## src/rtl/mc_ctrl.sv

```systemverilog
// ---------------------------------------------------------------------------
// mc_ctrl - multi-cycle control FSM for the FPGA MIPS core.
//
// Steps one instruction through FETCH, DECODE, EXECUTE, MEMORY and WRITEBACK.
// It drives the datapath write enables, the mux selects, the ALU op and the
// immediate-extender mode. The data-memory access is a req/ack handshake.
// A DM that never answers is abandoned after DM_TIMEOUT MEMORY cycles. This
// raises the sticky err_timeout flag and does not write the GRF. Retired
// instructions are counted in icount.
//
// Ports
//   clk         in   rising-edge clock
//   reset       in   synchronous, active-low reset
//   opcode      in   IR[31:26], valid from DECODE onward
//   funct       in   IR[5:0]
//   zero        in   ALU equal flag, valid in EXECUTE
//   dm_ack      in   one-cycle DM completion pulse
//   pcwr        out  PC write enable
//   irwr        out  IR write enable
//   regwr       out  GRF write enable
//   dm_req      out  DM request, held until dm_ack or timeout
//   dm_we       out  DM write strobe, qualified by dm_req
//   extctr      out  0 zero-extend imm16, 1 sign-extend imm16
//   alubsel     out  ALU B operand: 0 GRF[rt], 1 extender
//   aluop       out  0 add, 1 sub, 2 or, 3 lui
//   npcsel      out  0 pc+4, 1 branch, 2 jump target, 3 GRF[rs]
//   regdst      out  0 rt, 1 rd, 2 $31
//   wdsel       out  0 ALU, 1 DM data, 2 pc+4
//   state       out  current FSM state (debug)
//   illegal     out  one-cycle pulse on an unsupported instruction
//   err_timeout out  sticky DM timeout flag
//   icount      out  retired instruction count, wraps
// ---------------------------------------------------------------------------
module mc_ctrl #(
  parameter int CNT_W      = 32,
  parameter int DM_TIMEOUT = 15
) (
  input  logic             clk,
  input  logic             reset,
  input  logic [5:0]       opcode,
  input  logic [5:0]       funct,
  input  logic             zero,
  input  logic             dm_ack,
  output logic             pcwr,
  output logic             irwr,
  output logic             regwr,
  output logic             dm_req,
  output logic             dm_we,
  output logic             extctr,
  output logic             alubsel,
  output logic [2:0]       aluop,
  output logic [1:0]       npcsel,
  output logic [1:0]       regdst,
  output logic [1:0]       wdsel,
  output logic [2:0]       state,
  output logic             illegal,
  output logic             err_timeout,
  output logic [CNT_W-1:0] icount
);

  localparam int WAIT_W = $clog2(DM_TIMEOUT + 1);

  typedef enum logic [2:0] {
    S_FETCH     = 3'd0,
    S_DECODE    = 3'd1,
    S_EXECUTE   = 3'd2,
    S_MEMORY    = 3'd3,
    S_WRITEBACK = 3'd4
  } state_t;

  typedef enum logic [3:0] {
    I_ADDU, I_SUBU, I_ORI, I_LUI, I_LW, I_SW, I_BEQ,
    I_J, I_JR, I_JAL, I_ILL
  } ins_t;

  state_t            state_q, state_d;
  ins_t              ins_q, ins_d, dec_ins;
  logic [WAIT_W-1:0] wait_q, wait_d;
  logic              err_q, err_d;
  logic [CNT_W-1:0]  icount_q, icount_d;
  logic              retire, timeout;

  // Classify the live IR fields. The class is latched in DECODE, so
  // later states do not depend on opcode/funct staying stable.
  always_comb begin
    dec_ins = I_ILL;
    case (opcode)
      6'h00: begin
        case (funct)
          6'h21:   dec_ins = I_ADDU;
          6'h23:   dec_ins = I_SUBU;
          6'h08:   dec_ins = I_JR;
          default: dec_ins = I_ILL;
        endcase
      end
      6'h0D:   dec_ins = I_ORI;
      6'h0F:   dec_ins = I_LUI;
      6'h23:   dec_ins = I_LW;
      6'h2B:   dec_ins = I_SW;
      6'h04:   dec_ins = I_BEQ;
      6'h02:   dec_ins = I_J;
      6'h03:   dec_ins = I_JAL;
      default: dec_ins = I_ILL;
    endcase
  end

  always_comb begin
    state_d  = state_q;
    ins_d    = ins_q;
    wait_d   = '0;
    err_d    = err_q;
    icount_d = icount_q;
    retire   = 1'b0;
    timeout  = 1'b0;
    pcwr     = 1'b0;
    irwr     = 1'b0;
    regwr    = 1'b0;
    dm_req   = 1'b0;
    dm_we    = 1'b0;
    extctr   = 1'b0;
    alubsel  = 1'b0;
    aluop    = 3'd0;
    npcsel   = 2'd0;
    regdst   = 2'd0;
    wdsel    = 2'd0;
    illegal  = 1'b0;

    case (state_q)
      S_FETCH: begin
        irwr    = 1'b1;
        pcwr    = 1'b1;
        state_d = S_DECODE;
      end

      S_DECODE: begin
        ins_d   = dec_ins;
        state_d = S_FETCH;
        case (dec_ins)
          I_J: begin
            pcwr   = 1'b1;
            npcsel = 2'd2;
            retire = 1'b1;
          end
          I_JR: begin
            pcwr   = 1'b1;
            npcsel = 2'd3;
            retire = 1'b1;
          end
          I_JAL: begin
            pcwr   = 1'b1;
            npcsel = 2'd2;
            regwr  = 1'b1;
            regdst = 2'd2;
            wdsel  = 2'd2;
            retire = 1'b1;
          end
          I_ILL:   illegal = 1'b1;
          default: state_d = S_EXECUTE;
        endcase
      end

      S_EXECUTE: begin
        state_d = S_WRITEBACK;
        case (ins_q)
          I_ADDU: aluop = 3'd0;
          I_SUBU: aluop = 3'd1;
          I_ORI: begin
            aluop   = 3'd2;
            alubsel = 1'b1;
          end
          I_LUI: begin
            aluop   = 3'd3;
            alubsel = 1'b1;
          end
          I_LW, I_SW: begin
            alubsel = 1'b1;
            extctr  = 1'b1;
            state_d = S_MEMORY;
          end
          I_BEQ: begin
            aluop   = 3'd1;
            extctr  = 1'b1;
            pcwr    = zero;
            npcsel  = 2'd1;
            retire  = 1'b1;
            state_d = S_FETCH;
          end
          default: state_d = S_FETCH;
        endcase
      end

      S_MEMORY: begin
        dm_req = 1'b1;
        dm_we  = (ins_q == I_SW);
        if (dm_ack) begin
          if (ins_q == I_SW) begin
            retire  = 1'b1;
            state_d = S_FETCH;
          end else begin
            state_d = S_WRITEBACK;
          end
        end else if (wait_q == WAIT_W'(DM_TIMEOUT - 1)) begin
          // This is the DM_TIMEOUT-th cycle without an ack: abandon the access.
          timeout = 1'b1;
          state_d = S_FETCH;
        end else begin
          wait_d = wait_q + WAIT_W'(1);
        end
      end

      S_WRITEBACK: begin
        regwr   = 1'b1;
        regdst  = (ins_q == I_ADDU || ins_q == I_SUBU) ? 2'd1 : 2'd0;
        wdsel   = (ins_q == I_LW) ? 2'd1 : 2'd0;
        retire  = 1'b1;
        state_d = S_FETCH;
      end

      default: state_d = S_FETCH;
    endcase

    if (retire)  icount_d = icount_q + CNT_W'(1);
    if (timeout) err_d    = 1'b1;

    // Hold every strobe and select low while reset is asserted. This also
    // covers the cycle before the first reset edge.
    if (!reset) begin
      pcwr    = 1'b0;
      irwr    = 1'b0;
      regwr   = 1'b0;
      dm_req  = 1'b0;
      dm_we   = 1'b0;
      extctr  = 1'b0;
      alubsel = 1'b0;
      aluop   = 3'd0;
      npcsel  = 2'd0;
      regdst  = 2'd0;
      wdsel   = 2'd0;
      illegal = 1'b0;
    end
  end

  always_ff @(posedge clk) begin
    if (!reset) begin
      state_q  <= S_FETCH;
      ins_q    <= I_ILL;
      wait_q   <= '0;
      err_q    <= 1'b0;
      icount_q <= '0;
    end else begin
      state_q  <= state_d;
      ins_q    <= ins_d;
      wait_q   <= wait_d;
      err_q    <= err_d;
      icount_q <= icount_d;
    end
  end

  assign state       = state_q;
  assign err_timeout = err_q;
  assign icount      = icount_q;

endmodule
```

## config.mk

```make
export PLATFORM = sky130hd
export DESIGN_NAME = mc_ctrl
export DESIGN_NICKNAME = d
export VERILOG_FILES = /design/src/rtl/mc_ctrl.sv
export SDC_FILE = /design/constraint.sdc
export NUM_CORES = 1
export LEC_CHECK = 0
export CAP_MARGIN = 0
export CORE_UTILIZATION = 44
export DETAILED_ROUTE_END_ITERATION = 16
export HOLD_SLACK_MARGIN = 0.12
export PLACE_DENSITY = 0.76
export RECOVER_POWER = 25
export SETUP_SLACK_MARGIN = 0.02
export SKIP_CTS_REPAIR_TIMING = 1
export SLEW_MARGIN = 20
export SYNTH_ARGS = -nofsm -noshare
export SYNTH_HDL_FRONTEND = slang
export SYNTH_SLANG_ARGS = --single-unit
```

## constraint.sdc

```tcl
create_clock -name clk -period 3.1 [get_ports clk]
set_clock_uncertainty 0.1 [all_clocks]
set_input_delay 0.62 -clock clk [delete_from_list [all_inputs] [get_ports clk]]
set_output_delay 0.62 -clock clk [all_outputs]
set_load 0.1 [all_outputs]
```

---- Yosys cells after proc, flatten, opt, wreduce, memory -nomap -nowiden ----
Index checks and enable logic that the tools add are counted.
operators by class
  reductions and logical operators ........ 13
  bitwise logic cells ..................... 2
  add/sub/neg operators ................... 2
  muxes and demuxes ....................... 51
  eq/ne operators ......................... 26
operators with widths
  operator                 number
  $add A32 B1 Y32 const B  1
  $pmux W4 S8              1
  $mux W1                  29
  $eq A6 B6 Y1 const B     4
  $eq A6 B4 Y1 const B     3
  $eq A4 B3 Y1 const B     4
  $eq A4 B4 Y1 const B     4
  $pmux W2 S2              4
  $reduce_or A4 Y1         4
  $eq A6 B2 Y1 const B     2
  $mux W2                  6
  $mux W3                  4
  $pmux W3 S4              1
  $pmux W4 S3              1
  $eq A4 B2 Y1 const B     2
  $eq A3 B2 Y1 const B     2
  $eq A6 B3 Y1 const B     1
  $logic_not A6 Y1         1
  $pmux W2 S3              1
  $pmux W3 S2              1
  $reduce_or A2 Y1         3
  $reduce_or A3 Y1         2
  $add A4 B1 Y4 const B    1
  $eq A4 B1 Y1 const B     1
  10 further kinds         11
storage, ports and cells
  logic and storage cells ................. 99
  output and inout bits ................... 53
  input port bits ......................... 16
  register bits ........................... 44

---- Longest topological paths before layout ----
Gate-level depths: netlist of run 1.
  depth in word-level cells ............... 8
  depth in mapped cells ................... 10
  mapped depth without buffers ............ 6

---- Worst setup path before layout of run 1 ----
OpenSTA, ideal clock, no wires.
  path kind ............................... in2out
  start ................................... input funct[0]
  end ..................................... output pcwr
  cell stages on the path ................. 6
  setup slack ............................. -2.151 ns
  data arrival time ....................... 4.531 ns
  required time ........................... 2.380 ns
  buffers on the path ..................... 0
  cells stage by stage .................... or4b_4 -> or3_1 -> nor2_1 -> nor2_1 -> nor3_1 -> a211o_1
on the way
  word-level cells in the longest chain between the ends .. 8
  elaborated cells between the ends (all ways) .. 12
  those cells by class .................... eq/ne (6); mux (5); reduce/logical (1)
RTL lines
  element                                              RTL line  source
  start: declaration                                   41        input logic [5:0] funct,
  $eq A6 B4 Y1 / $eq A6 B6 Y1 (equally long branches)  89        case (funct)
  $pmux W4 S3 *                                        89
  $pmux W4 S8 *                                        87        case (opcode)
  $eq A4 B4 Y1 / $eq A4 B3 Y1 (equally long branches)  138       case (dec_ins)
  $reduce_or A3 Y1 (no line) *                         -
  $mux W1 *                                            138
  $pmux W1 S3 *                                        128       case (state_q)
  $mux W1 *                                            227       if (!reset) begin
  end: declaration                                     44        output logic pcwr,
Every way passes the cells marked *; elsewhere a longest branch is shown, timed or not.

---- Final worst setup path of run 1 ----
  start ................................... input funct[5]
  end ..................................... output regwr
on the way
  word-level cells in the longest chain between the ends .. 7
  elaborated cells between the ends (all ways) .. 9
  those cells by class .................... eq/ne (4); mux (5)
RTL lines
  element                                              RTL line  source
  $eq A6 B4 Y1 / $eq A6 B6 Y1 (equally long branches)  89
  $pmux W4 S3 *                                        89
  $pmux W4 S8 *                                        87
  $eq A4 B4 Y1 *                                       138
  $mux W1 *                                            138
  $pmux W1 S2 *                                        128
  $mux W1 *                                            227
  end: declaration                                     46        output logic regwr,
Marks and branches as above.

==> summary.txt, run 1 <==
GRT
  – First-pass GRT wire length: 11320 um
  – Pin count of the biggest net entering global routing: 42
  – Vias in the first global route: 2465
  – GR Util All Layers: 22.28%
  – Initial antenna violation count: 0
  – Global route total overflow: 0

Routing
  – DR vias/cell: 5.502
  – Post-DR wirelength/cell: 14.76 um
  – DRC violation count after routing: 0
  – Initial DRC count: 94
  – Vias: 2696
  – WL final: 7232 um
  – DRT Pass-1 Iters: 4
  – Post-DRT Antenna Nets: 0

Status
  – Status: finished, violations left
  – Failing checks: setup timing

Critical path
  – Largest stage delay on the critical path: 530 ps
  – Data arrival, critical path: 2940 ps
  – Crit path max fanout: 2
  – Setup crit start: funct[5]
  – CP cell instances: buf_6, or4b_4, or3_4, or3_1, a2111o_1, nor2_4, a31o_4, buf_12
  – Critical path capture point type: output port
  – Worst-case reg-to-reg path depth: 7
  – CP bufs+invs: 2
  – CP Launch Type: input port
  – Reg2Reg Setup Slack: 430 ps
  – Slowest cell on crit path: or4b_4
  – Cell family with most CP delay: simple AND/OR/NAND/NOR gates
  – Critical R2R Capture: icount[12]
  – Critical path class: in -> out
  – R2R Path Start: state[0]
  – Critical Path RT: 2380 ps

Hold path
  – Hold Path Class: reg -> reg
  – Worst Hold End: wait_q[0]
  – Min-delay src: wait_q[0]
  – WHS Path Cells: 1

STA
  – Final Hold Vio Count: 0
  – Final Critical Period: 3657 ps
  – RSZ-0062 raised after global routing: true
  – Final setup margin: -556.8 ps
  – Final Cycle Share: 118.0%
  – Setup TNS Final: -2351 ps
  – Max transition margin: 19.25%
  – F_max: 273.5 MHz
  – Worst Tran Pin Value: 1216 ps
  – Setup Viol. Count Final: 6
  – Slew Viols, Final: 0

Logic synthesis
  – Yosys warns: 0
  – FFs w/ async S/R, synth: 0%
  – Post-synth EDFFs: 0
  – Top FF cell, synth: dfxtp_1
  – Post-Syn Instances: 319
  – Post-Syn Area: 2670 um2
  – Netlist cell types: 55
  – Syn_nets: 338
  – Synthesized area per cell: 8.370 um2
  – #FFs+latches synth: 44
  – Post-synthesis sequential area ratio: 32.99%

Layout
  – Final Core Density: 67.62%
  – Most frequent cells in the layout: buf_4 (52), dfxtp_1 (42), and2_1 (27)
  – Share of layout cells above drive strength 1: 29.40%
  – Commonest non-fill, non-tap cell in the layout: buf_4
  – Fin area: 3980 um2
  – Diodes inserted: 0
  – Layout area overhead: 49.06%
  – Layout net count: 433
  – Non-filler cells, final: 490

Floorplan
  – Ports: 69
  – Initial Util: 45.37%
  – Die ar.: 6384 um2
  – CORE AREA: 5886 um2
  – # rows: 28
  – Die Wd: 79.90 um
  – Chip height: 79.90 um

Clocking
  – CTS tree: built
  – Worst-skew pair later-pin latency: 300 ps
  – CTS Buf Count: 5
  – Clk root buf: clkbuf_8
  – CTS sink cnt: 44
  – CTS clock-pin slew for the worst setup and hold paths: 80 ps
  – H-tree Lvls: 2
  – Clock Tree Buf Depth: 2

Power and ir drop
  – PwrDens: 285.2 nW/um2
  – Total power: 1135 uW
  – P_sw: 312.6 uW
  – Cell internal pwr: 822.4 uW
  – Combinational share of power: 15.8%
  – Clock group share of total power: 32.9%
  – Peak VDD IR: 202.0 uV
  – Register share of total power: 51.4%
  – Leak: 0.001614 uW
  – Switching Fraction: 27.54%

Placement
  – Placer Congestion: 0.8497
  – Placed Instances: 473
  – PortBufs: 67
  – Placed cell area: 3791 um2
  – Hpwl dp: 5000 um

Job
  – Max-cap violation count: 0
==> kinds of logic after synthesis <==
kind of cell	after synthesis	synth area share (%)
mux	3	1.172
compound gates	64	20.06
flops	44	32.99
xor+xnor	26	8.529
other cells	1	0.1404
simple gates	145	30.18
buf+inv	33	5.529
fa+ha+maj	3	1.406
==> power groups by stage <==
stage | combinational [uW] | clock (uW) | sequential (uW)
floorplan | 92.2 | 0 | 602
global placement | 164 | 0 | 596
detailed placement | 165 | 0 | 596
CTS | 166 | 384 | 583
global route | 190 | 412 | 585
finish | 179 | 373 | 583
==> per-layer routing <==
| layer | up-vias | wire, um | GRT usage [%] |
|---|---|---|---|
| met5 | - | 0 | 0 |
| met4 | 0 | 106 | 4.286 |
| met3 | 13 | 461 | 5.371 |
| met2 | 84 | 3491 | 37.69 |
| met1 | 1258 | 3173 | 28.71 |
| li1 | 1341 | - | - |
==> flip-flops by register name (all words and copies together) (netlist names) <==
signal / cells
ins_q: 4
icount: 32
err_timeout: 1
state: 3
wait_q: 4
==> final cells by class <==
cell class | count | area, um2
fillers | 505 | 1906
multi-input cells | 242 | 1838
repair buffers | 109 | 1026
flip-flops and latches | 44 | 883.3
well taps | 75 | 93.84
clock buffers | 7 | 86.33
inverters | 12 | 45.04
clock inverters | 1 | 7.507
==> worst register-to-register path, delay by kind of cell (launching register included) <==
| family | cells | cell delay (ps) |
|---|---|---|
| compound gates | 1 | 350 |
| xor+xnor | 2 | 440 |
| buf+inv | 1 | 280 |
| flops | 1 | 650 |
| simple gates | 3 | 760 |
==> Yosys cell counts, drive strengths merged, types with 4 or more instances <==
| master | n | area [um2] |
|---|---|---|
| nand2b | 6 | 37.54 |
| a2111oi | 12 | 161.4 |
| a211oi | 9 | 67.56 |
| dfxtp | 44 | 880.8 |
| o21ai | 9 | 45.04 |
| and3 | 4 | 25.02 |
| nor4 | 4 | 25.02 |
| nand3 | 20 | 100.1 |
| buf | 12 | 68.81 |
| and2 | 27 | 168.9 |
| clkbuf | 9 | 33.78 |
| or3 | 9 | 56.30 |
| nor3 | 11 | 55.05 |
| and4 | 4 | 35.03 |
| inv | 12 | 45.04 |
| xor2 | 20 | 175.2 |
| nand4 | 7 | 43.79 |
| nor2 | 17 | 66.32 |
| a21boi | 8 | 60.05 |
| xnor2 | 6 | 52.55 |
| a21oi | 4 | 20.02 |
| nand2 | 24 | 90.09 |
==> metrics by stage <==
step,hold slack (ps),setup slack (ps)
after floorplan,329.7,-765.5
after CTS,373.9,-834.9
after detailed placement,354.7,-813.1
after global placement,341.9,-814.4
after global routing,416.0,-608.3
final,369.8,-556.8
==> how the worst max path moves through the flow <==
| stage | depth (start not counted) | end |
|---|---|---|
| 6_report | 8 | regwr |
| 5_1_grt | 8 | regwr |
| 4_1_cts | 8 | regwr |
| 3_5_place_dp | 8 | regwr |
| 3_3_place_gp | 8 | regwr |
| 2_1_floorplan | 6 | regwr |
Note: power is estimated with default switching activity, not from simulation.
==> inputs of run 2 (changes only) <==
--- a/config.mk
+++ b/config.mk
@@ -6,10 +6,9 @@
 export NUM_CORES = 1
 export LEC_CHECK = 0
 export CAP_MARGIN = 0
-export CORE_UTILIZATION = 44
+export CORE_UTILIZATION = 36
 export DETAILED_ROUTE_END_ITERATION = 16
 export HOLD_SLACK_MARGIN = 0.12
-export PLACE_DENSITY = 0.76
 export RECOVER_POWER = 25
 export SETUP_SLACK_MARGIN = 0.02
 export SKIP_CTS_REPAIR_TIMING = 1
==> run 2 against run 1 <==
Compared with the run above:
- the flow still finishes with violations (setup timing)
- setup slack improved by 87 ps
- die area is 22% higher
- routed wire length barely moved
- total power is 8.1% higher
- final cell count up 5.1%
- worst hold slack worse by 3.3 ps
- global-route usage fell by 3.8 points
==> summary.txt, run 2 (synthesized netlist as in run 1, its figures left out) <==
Clocking
  – Clock Tree Buf Depth: 2 (unchanged)
  – CTS sink cnt: 44 (unchanged)
  – Clk root buf: clkbuf_8 (unchanged)
  – Worst-skew pair later-pin latency: 300 ps (about the same)
  – CTS tree: built (unchanged)
  – H-tree Lvls: 2 (unchanged)
  – CTS clock-pin slew for the worst setup and hold paths: 80 ps (about the same)
  – CTS Buf Count: 5 (unchanged)

GRT
  – Vias in the first global route: 2431 (was 2465)
  – GR Util All Layers: 18.48% (was 22.28%)
  – Global route total overflow: 0 (unchanged)
  – Initial antenna violation count: 0 (unchanged)
  – Pin count of the biggest net entering global routing: 42 (unchanged)
  – First-pass GRT wire length: 11440 um (was 11320 um)

Routing
  – Post-DRT Antenna Nets: 0 (unchanged)
  – DR vias/cell: 5.153 (was 5.502)
  – Post-DR wirelength/cell: 14.04 um (was 14.76 um)
  – Vias: 2654 (was 2696)
  – Met2 WL: 3408 um (was 3491 um)
  – Initial DRC count: 91 (was 94)
  – Routed met1 length: 3329 um (was 3173 um)
  – WL final: 7230 um (was 7232 um)
  – DRC violation count after routing: 0 (unchanged)
  – DRT Pass-1 Iters: 4 (unchanged)
  – WL met3: 447 um (was 461 um)
  – Top Layer Used: met4 (unchanged)

Critical path
  – CP Launch Type: input port (unchanged)
  – Reg2Reg Setup Slack: 400 ps (was 430 ps)
  – Critical Path RT: 2380 ps (about the same)
  – R2R Path Start: state[0] (unchanged)
  – Slowest cell on crit path: or4b_4 (unchanged)
  – Critical path capture point type: output port (unchanged)
  – Largest stage delay on the critical path: 530 ps (about the same)
  – Worst-case reg-to-reg path depth: 7 (unchanged)
  – CP bufs+invs: 2 (unchanged)
  – Data arrival, critical path: 2850 ps (was 2940 ps)
  – Cell family with most CP delay: simple AND/OR/NAND/NOR gates (unchanged)
  – Crit path max fanout: 3 (was 2)
  – CP cell instances: buf_6, or4b_4, or3_4, or3_1, a2111o_1, nor2_4, a31o_4, buf_12 (unchanged)
  – Critical R2R Capture: icount[22] (was icount[12])
  – Critical path class: in -> out (unchanged)

Status
  – Failing checks: setup timing (unchanged)
  – Status: finished, violations left (unchanged)

Placement
  – Hpwl dp: 5256 um (was 5000 um)
  – Setup Slack @ Placement: -838.3 ps (was -813.1 ps)
  – PortBufs: 67 (unchanged)
  – Placer Congestion: 0.8038 (was 0.8497)

Power and ir drop
  – Combinational share of power: 14.2% (was 15.8%)
  – Switching Fraction: 26.41% (was 27.54%)
  – Leak: 0.001616 uW (was 0.001614 uW)
  – Clock group share of total power: 38.3% (was 32.9%)
  – P_sw: 324.0 uW (was 312.6 uW)
  – Cell internal pwr: 902.9 uW (was 822.4 uW)
  – Peak VDD IR: 229.7 uV (was 202.0 uV)
  – Total power: 1227 uW (was 1135 uW)
  – PwrDens: 299.7 nW/um2 (was 285.2 nW/um2)
  – Register share of total power: 47.5% (was 51.4%)

STA
  – F_max: 280.1 MHz (was 273.5 MHz)
  – Setup Viol. Count Final: 7 (was 6)
  – Final Critical Period: 3570 ps (was 3657 ps)
  – Final Hold Vio Count: 0 (unchanged)
  – Worst hold margin: 366.5 ps (was 369.8 ps)
  – RSZ-0062 raised after global routing: true (unchanged)
  – Max transition margin: 18.62% (was 19.25%)
  – Final setup margin: -470.1 ps (was -556.8 ps)
  – Slew Viols, Final: 0 (unchanged)
  – Final Cycle Share: 115.2% (was 118.0%)
  – Worst Tran Pin Value: 1226 ps (was 1216 ps)

Layout
  – Most frequent cells in the layout: buf_4 (48), dfxtp_1 (42), and2_1 (27) (was buf_4 (52), dfxtp_1 (42), and2_1 (27))
  – Fillers: 678 (was 505)
  – Commonest non-fill, non-tap cell in the layout: buf_4 (unchanged)
  – Max reg flops: 32 (unchanged)
  – Share of layout cells above drive strength 1: 29.81% (was 29.40%)
  – Final Core Density: 56.75% (was 67.62%)
  – Layout area overhead: 53.33% (was 49.06%)
  – Register area: 883.3 um2 (unchanged)
  – Layout net count: 434 (was 433)
  – Diodes inserted: 0 (unchanged)
  – Multi-input logic area: 1869 um2 (was 1838 um2)

Floorplan
  – Ports: 69 (unchanged)
  – Die Wd: 88.12 um (was 79.90 um)
  – Initial Util: 37.01% (was 45.37%)
  – Die ar.: 7765 um2 (was 6384 um2)
  – Chip height: 88.12 um (was 79.90 um)
  – CORE AREA: 7214 um2 (was 5886 um2)
  – # rows: 31 (was 28)

Hold path
  – Min-delay src: wait_q[0] (unchanged)
  – Hold Path Class: reg -> reg (unchanged)
  – WHS Path Cells: 1 (unchanged)
  – Worst Hold End: wait_q[0] (unchanged)

Job
  – Max-cap violation count: 0 (unchanged)
[run 2: worst max-delay path by stage]
stage,start,to,slack (ps),cells after the start
2_1_floorplan,funct[0],regwr,-770,6
3_3_place_gp,funct[0],regwr,-830,8
3_5_place_dp,funct[0],regwr,-840,8
4_1_cts,funct[0],regwr,-850,8
5_1_grt,funct[1],regwr,-550,8
6_report,funct[1],regwr,-470,8
[run 2: routing by layer]
metal | up-vias | track usage (%)
met3 | 7 | 5.467
li1 | 1348 | -
met1 | 1241 | 24.19
met4 | 0 | 3.959
met2 | 58 | 30.16
met5 | - | 0
[run 2: layout make-up]
cell class,count,area share (%)
repair buffers,110,25.67
clock buffers,6,2.017
inverters,12,1.100
clock inverters,2,0.9474
well taps,99,3.026
flip-flops and latches,44,21.58
multi-input cells,242,45.66
[run 2: worst reg2reg max path: stages (launching register included)]
cell and delay (ps):
dfxtp_1 640, nor2_1 270, xnor2_1 370, nand3_1 340, buf_4 310, a2111oi_2 340
xor2_1 100, and2_1 170
[run 2: through the flow]
| stage | std cells | area [um2] | setup TNS, ps |
|---|---|---|---|
| after global placement | 502 | 3884 | -7977 |
| final | 515 | 4094 | -2308 |
| after detailed placement | 502 | 3884 | -8299 |
| after global routing | 515 | 4094 | -2837 |
| after CTS | 510 | 4005 | -4129 |
| after floorplan | 319 | 2809 | -3298 |
[run 2: power by group through the flow]
stage | Clock (uW) | Combinational, uW | Sequential (uW)
detailed placement | 0 | 171 | 596
floorplan | 0 | 92.2 | 602
CTS | 488 | 171 | 583
finish | 469 | 175 | 583
global route | 511 | 185 | 584
global placement | 0 | 170 | 596
==> inputs of run 3 (changes only) <==
--- a/config.mk
+++ b/config.mk
@@ -6,9 +6,10 @@
 export NUM_CORES = 1
 export LEC_CHECK = 0
 export CAP_MARGIN = 0
-export CORE_UTILIZATION = 36
+export CORE_UTILIZATION = 49
 export DETAILED_ROUTE_END_ITERATION = 16
 export HOLD_SLACK_MARGIN = 0.12
+export PLACE_DENSITY = 0.8
 export RECOVER_POWER = 25
 export SETUP_SLACK_MARGIN = 0.02
 export SKIP_CTS_REPAIR_TIMING = 1
==> constraint.sdc (replaced) <==
create_clock -name clk -period 4.1 [get_ports clk]
set_clock_uncertainty 0.1 [all_clocks]
set_input_delay 0.82 -clock clk [delete_from_list [all_inputs] [get_ports clk]]
set_output_delay 0.82 -clock clk [all_outputs]
set_load 0.1 [all_outputs]
==> run 3 against run 2 <==
Compared with the run above:
- the run still ends with setup timing left
- non-clock buffer count is 30 lower
- largest cell class unchanged
- cell area decreased by 7.6%
- critical path depth is the same
- final cell count down 11%
- first-iteration DRC count grew 44%
- utilization up 16 points
- register-to-register slack improved by 760 ps
- via count is 2.9% lower
==> summary.txt, run 3 (synthesized netlist as in run 1, its figures left out) <==
Status
  – Status: finished, violations left (unchanged)
  – Failing checks: setup timing (unchanged)

Clocking
  – Worst-skew pair later-pin latency: 300 ps (about the same)
  – CTS Buf Count: 5 (unchanged)
  – CTS clock-pin slew for the worst setup and hold paths: 80 ps (about the same)
  – CTS sink cnt: 44 (unchanged)
  – Clk root buf: clkbuf_8 (unchanged)
  – H-tree Lvls: 2 (unchanged)
  – CTS tree: built (unchanged)
  – Clock Tree Buf Depth: 2 (unchanged)

Critical path
  – Critical path capture point type: output port (unchanged)
  – Setup crit start: funct[5] (was funct[1])
  – Critical path class: in -> out (unchanged)
  – CP cell instances: buf_6, or4b_4, or3_4, or3_1, a2111o_1, nor2_4, a31o_4, buf_12 (unchanged)
  – Largest stage delay on the critical path: 540 ps (was 530 ps)
  – Critical R2R Capture: icount[28] (was icount[22])
  – Crit path max fanout: 2 (was 3)
  – Data arrival, critical path: 3190 ps (was 2850 ps)
  – R2R Path Start: state[0] (unchanged)
  – CP Launch Type: input port (unchanged)
  – Critical Path RT: 3180 ps (was 2380 ps)
  – Worst-case reg-to-reg path depth: 6 (was 7)
  – Slowest cell on crit path: or4b_4 (unchanged)
  – Reg2Reg Setup Slack: 1160 ps (was 400 ps)

Routing
  – Post-DRT Antenna Nets: 0 (unchanged)
  – DRC violation count after routing: 0 (unchanged)
  – Post-DR wirelength/cell: 14.57 um (was 14.04 um)
  – WL final: 6642 um (was 7230 um)
  – Initial DRC count: 131 (was 91)
  – Routed met1 length: 2891 um (was 3329 um)
  – DR vias/cell: 5.649 (was 5.153)
  – WL met3: 365 um (was 447 um)
  – Top Layer Used: met4 (unchanged)
  – Met2 WL: 3321 um (was 3408 um)
  – Vias: 2576 (was 2654)
  – DRT Pass-1 Iters: 4 (unchanged)

Power and ir drop
  – PwrDens: 237.2 nW/um2 (was 299.7 nW/um2)
  – P_sw: 239.8 uW (was 324.0 uW)
  – Leak: 0.001434 uW (was 0.001616 uW)
  – Cell internal pwr: 657.0 uW (was 902.9 uW)
  – Switching Fraction: 26.74% (was 26.41%)
  – Register share of total power: 48.9% (was 47.5%)
  – Clock group share of total power: 38.2% (was 38.3%)
  – Peak VDD IR: 159.7 uV (was 229.7 uV)
  – Combinational share of power: 12.8% (was 14.2%)

Floorplan
  – Die Wd: 75.82 um (was 88.12 um)
  – Die ar.: 5749 um2 (was 7765 um2)
  – Ports: 69 (unchanged)
  – Chip height: 75.82 um (was 88.12 um)
  – # rows: 26 (was 31)
  – Initial Util: 51.62% (was 37.01%)
  – CORE AREA: 5172 um2 (was 7214 um2)

Placement
  – Placer Congestion: 0.8188 (was 0.8038)
  – Placed Instances: 448 (was 502)
  – Hpwl dp: 4866 um (was 5256 um)
  – PortBufs: 67 (unchanged)
  – Placed cell area: 3680 um2 (was 3884 um2)

Hold path
  – Hold Path Class: reg -> reg (unchanged)
  – Min-delay src: wait_q[0] (unchanged)
  – WHS Path Cells: 1 (unchanged)
  – Worst Hold End: wait_q[0] (unchanged)

STA
  – Max transition margin: 34.45% (was 18.62%)
  – Setup Viol. Count Final: 3 (was 7)
  – Final Critical Period: 4108 ps
  – Worst hold margin: 378.2 ps (was 366.5 ps)
  – Setup TNS Final: -17.23 ps (was -2308 ps)
  – F_max: 243.4 MHz
  – Slew Viols, Final: 0 (unchanged)
  – Final Hold Vio Count: 0 (unchanged)
  – Final Cycle Share: 100.2%
  – Worst Tran Pin Value: 980.0 ps (was 1226 ps)
  – RSZ-0062 raised after global routing: true (unchanged)
  – Final setup margin: -7.754 ps (was -470.1 ps)

Layout
  – Fin area: 3781 um2 (was 4094 um2)
  – Final Core Density: 73.10% (was 56.75%)
  – Non-filler cells, final: 456 (was 515)
  – Layout area overhead: 41.61% (was 53.33%)
  – Commonest non-fill, non-tap cell in the layout: dfxtp_1 (was buf_4)
  – Most frequent cells in the layout: dfxtp_1 (44), clkdlybuf4s50_1 (35), and2_1 (27) (was buf_4 (48), dfxtp_1 (42), and2_1 (27))
  – Share of layout cells above drive strength 1: 16.58% (was 29.81%)
  – Max reg flops: 32 (unchanged)
  – Layout net count: 404 (was 434)
  – Diodes inserted: 0 (unchanged)

Job
  – Max-cap violation count: 0 (unchanged)

GRT
  – Initial antenna violation count: 0 (unchanged)
  – Global route total overflow: 0 (unchanged)
  – First-pass GRT wire length: 10980 um (was 11440 um)
  – GR Util All Layers: 24.93% (was 18.48%)
  – Pin count of the biggest net entering global routing: 42 (unchanged)
  – Vias in the first global route: 2388 (was 2431)
run 3: power by group through the flow:
stage          Clock (uW)  Sequential [uW]  Combinational [uW]
2_1_floorplan           0              454                67.6
6_report              343              439                 115
4_1_cts               349              438                 118
5_1_grt               365              440                 123
3_5_place_dp            0              449                 117
3_3_place_gp            0              449                 116
run 3: critical path: cells and delay by family:
| kind | cells | cell delay, ps |
|---|---|---|
| compound gates | 2 | 610 |
| simple gates | 4 | 1490 |
| buf+inv | 2 | 260 |
run 3: worst max path at each step:
stage                        to  depth (start not counted)
after floorplan            pcwr                          6
after detailed placement  regwr                          8
final                     regwr                          8
after global placement    regwr                          8
after global routing      regwr                          8
after CTS                 regwr                          8
run 3: routing by layer:
layer  vias to the layer above  GRT usage, %
met4                         0         6.584
met5                         -             0
met3                         7         6.481
met1                      1209         30.97
met2                        73         42.67
li1                       1287             -
run 3: layout make-up:
type | instances | area, um2
Multi-Input combinational cell | 242 | 1722
Fill cell | 412 | 1391
Clock buffer | 5 | 68.82
Tap cell | 70 | 87.58
Sequential cell | 44 | 880.8
Inverter | 12 | 45.04
Timing Repair Buffer | 80 | 930.9
Clock inverter | 3 | 46.29
run 3: stage by stage:
| step | setup WS, ps | power [uW] |
|---|---|---|
| finish | -7.754 | 896.8 |
| global route | -66.86 | 928.4 |
| global placement | -177.3 | 564.4 |
| floorplan | -637.5 | 521.6 |
| detailed placement | -217.6 | 565.8 |
| CTS | -226.3 | 905.3 |
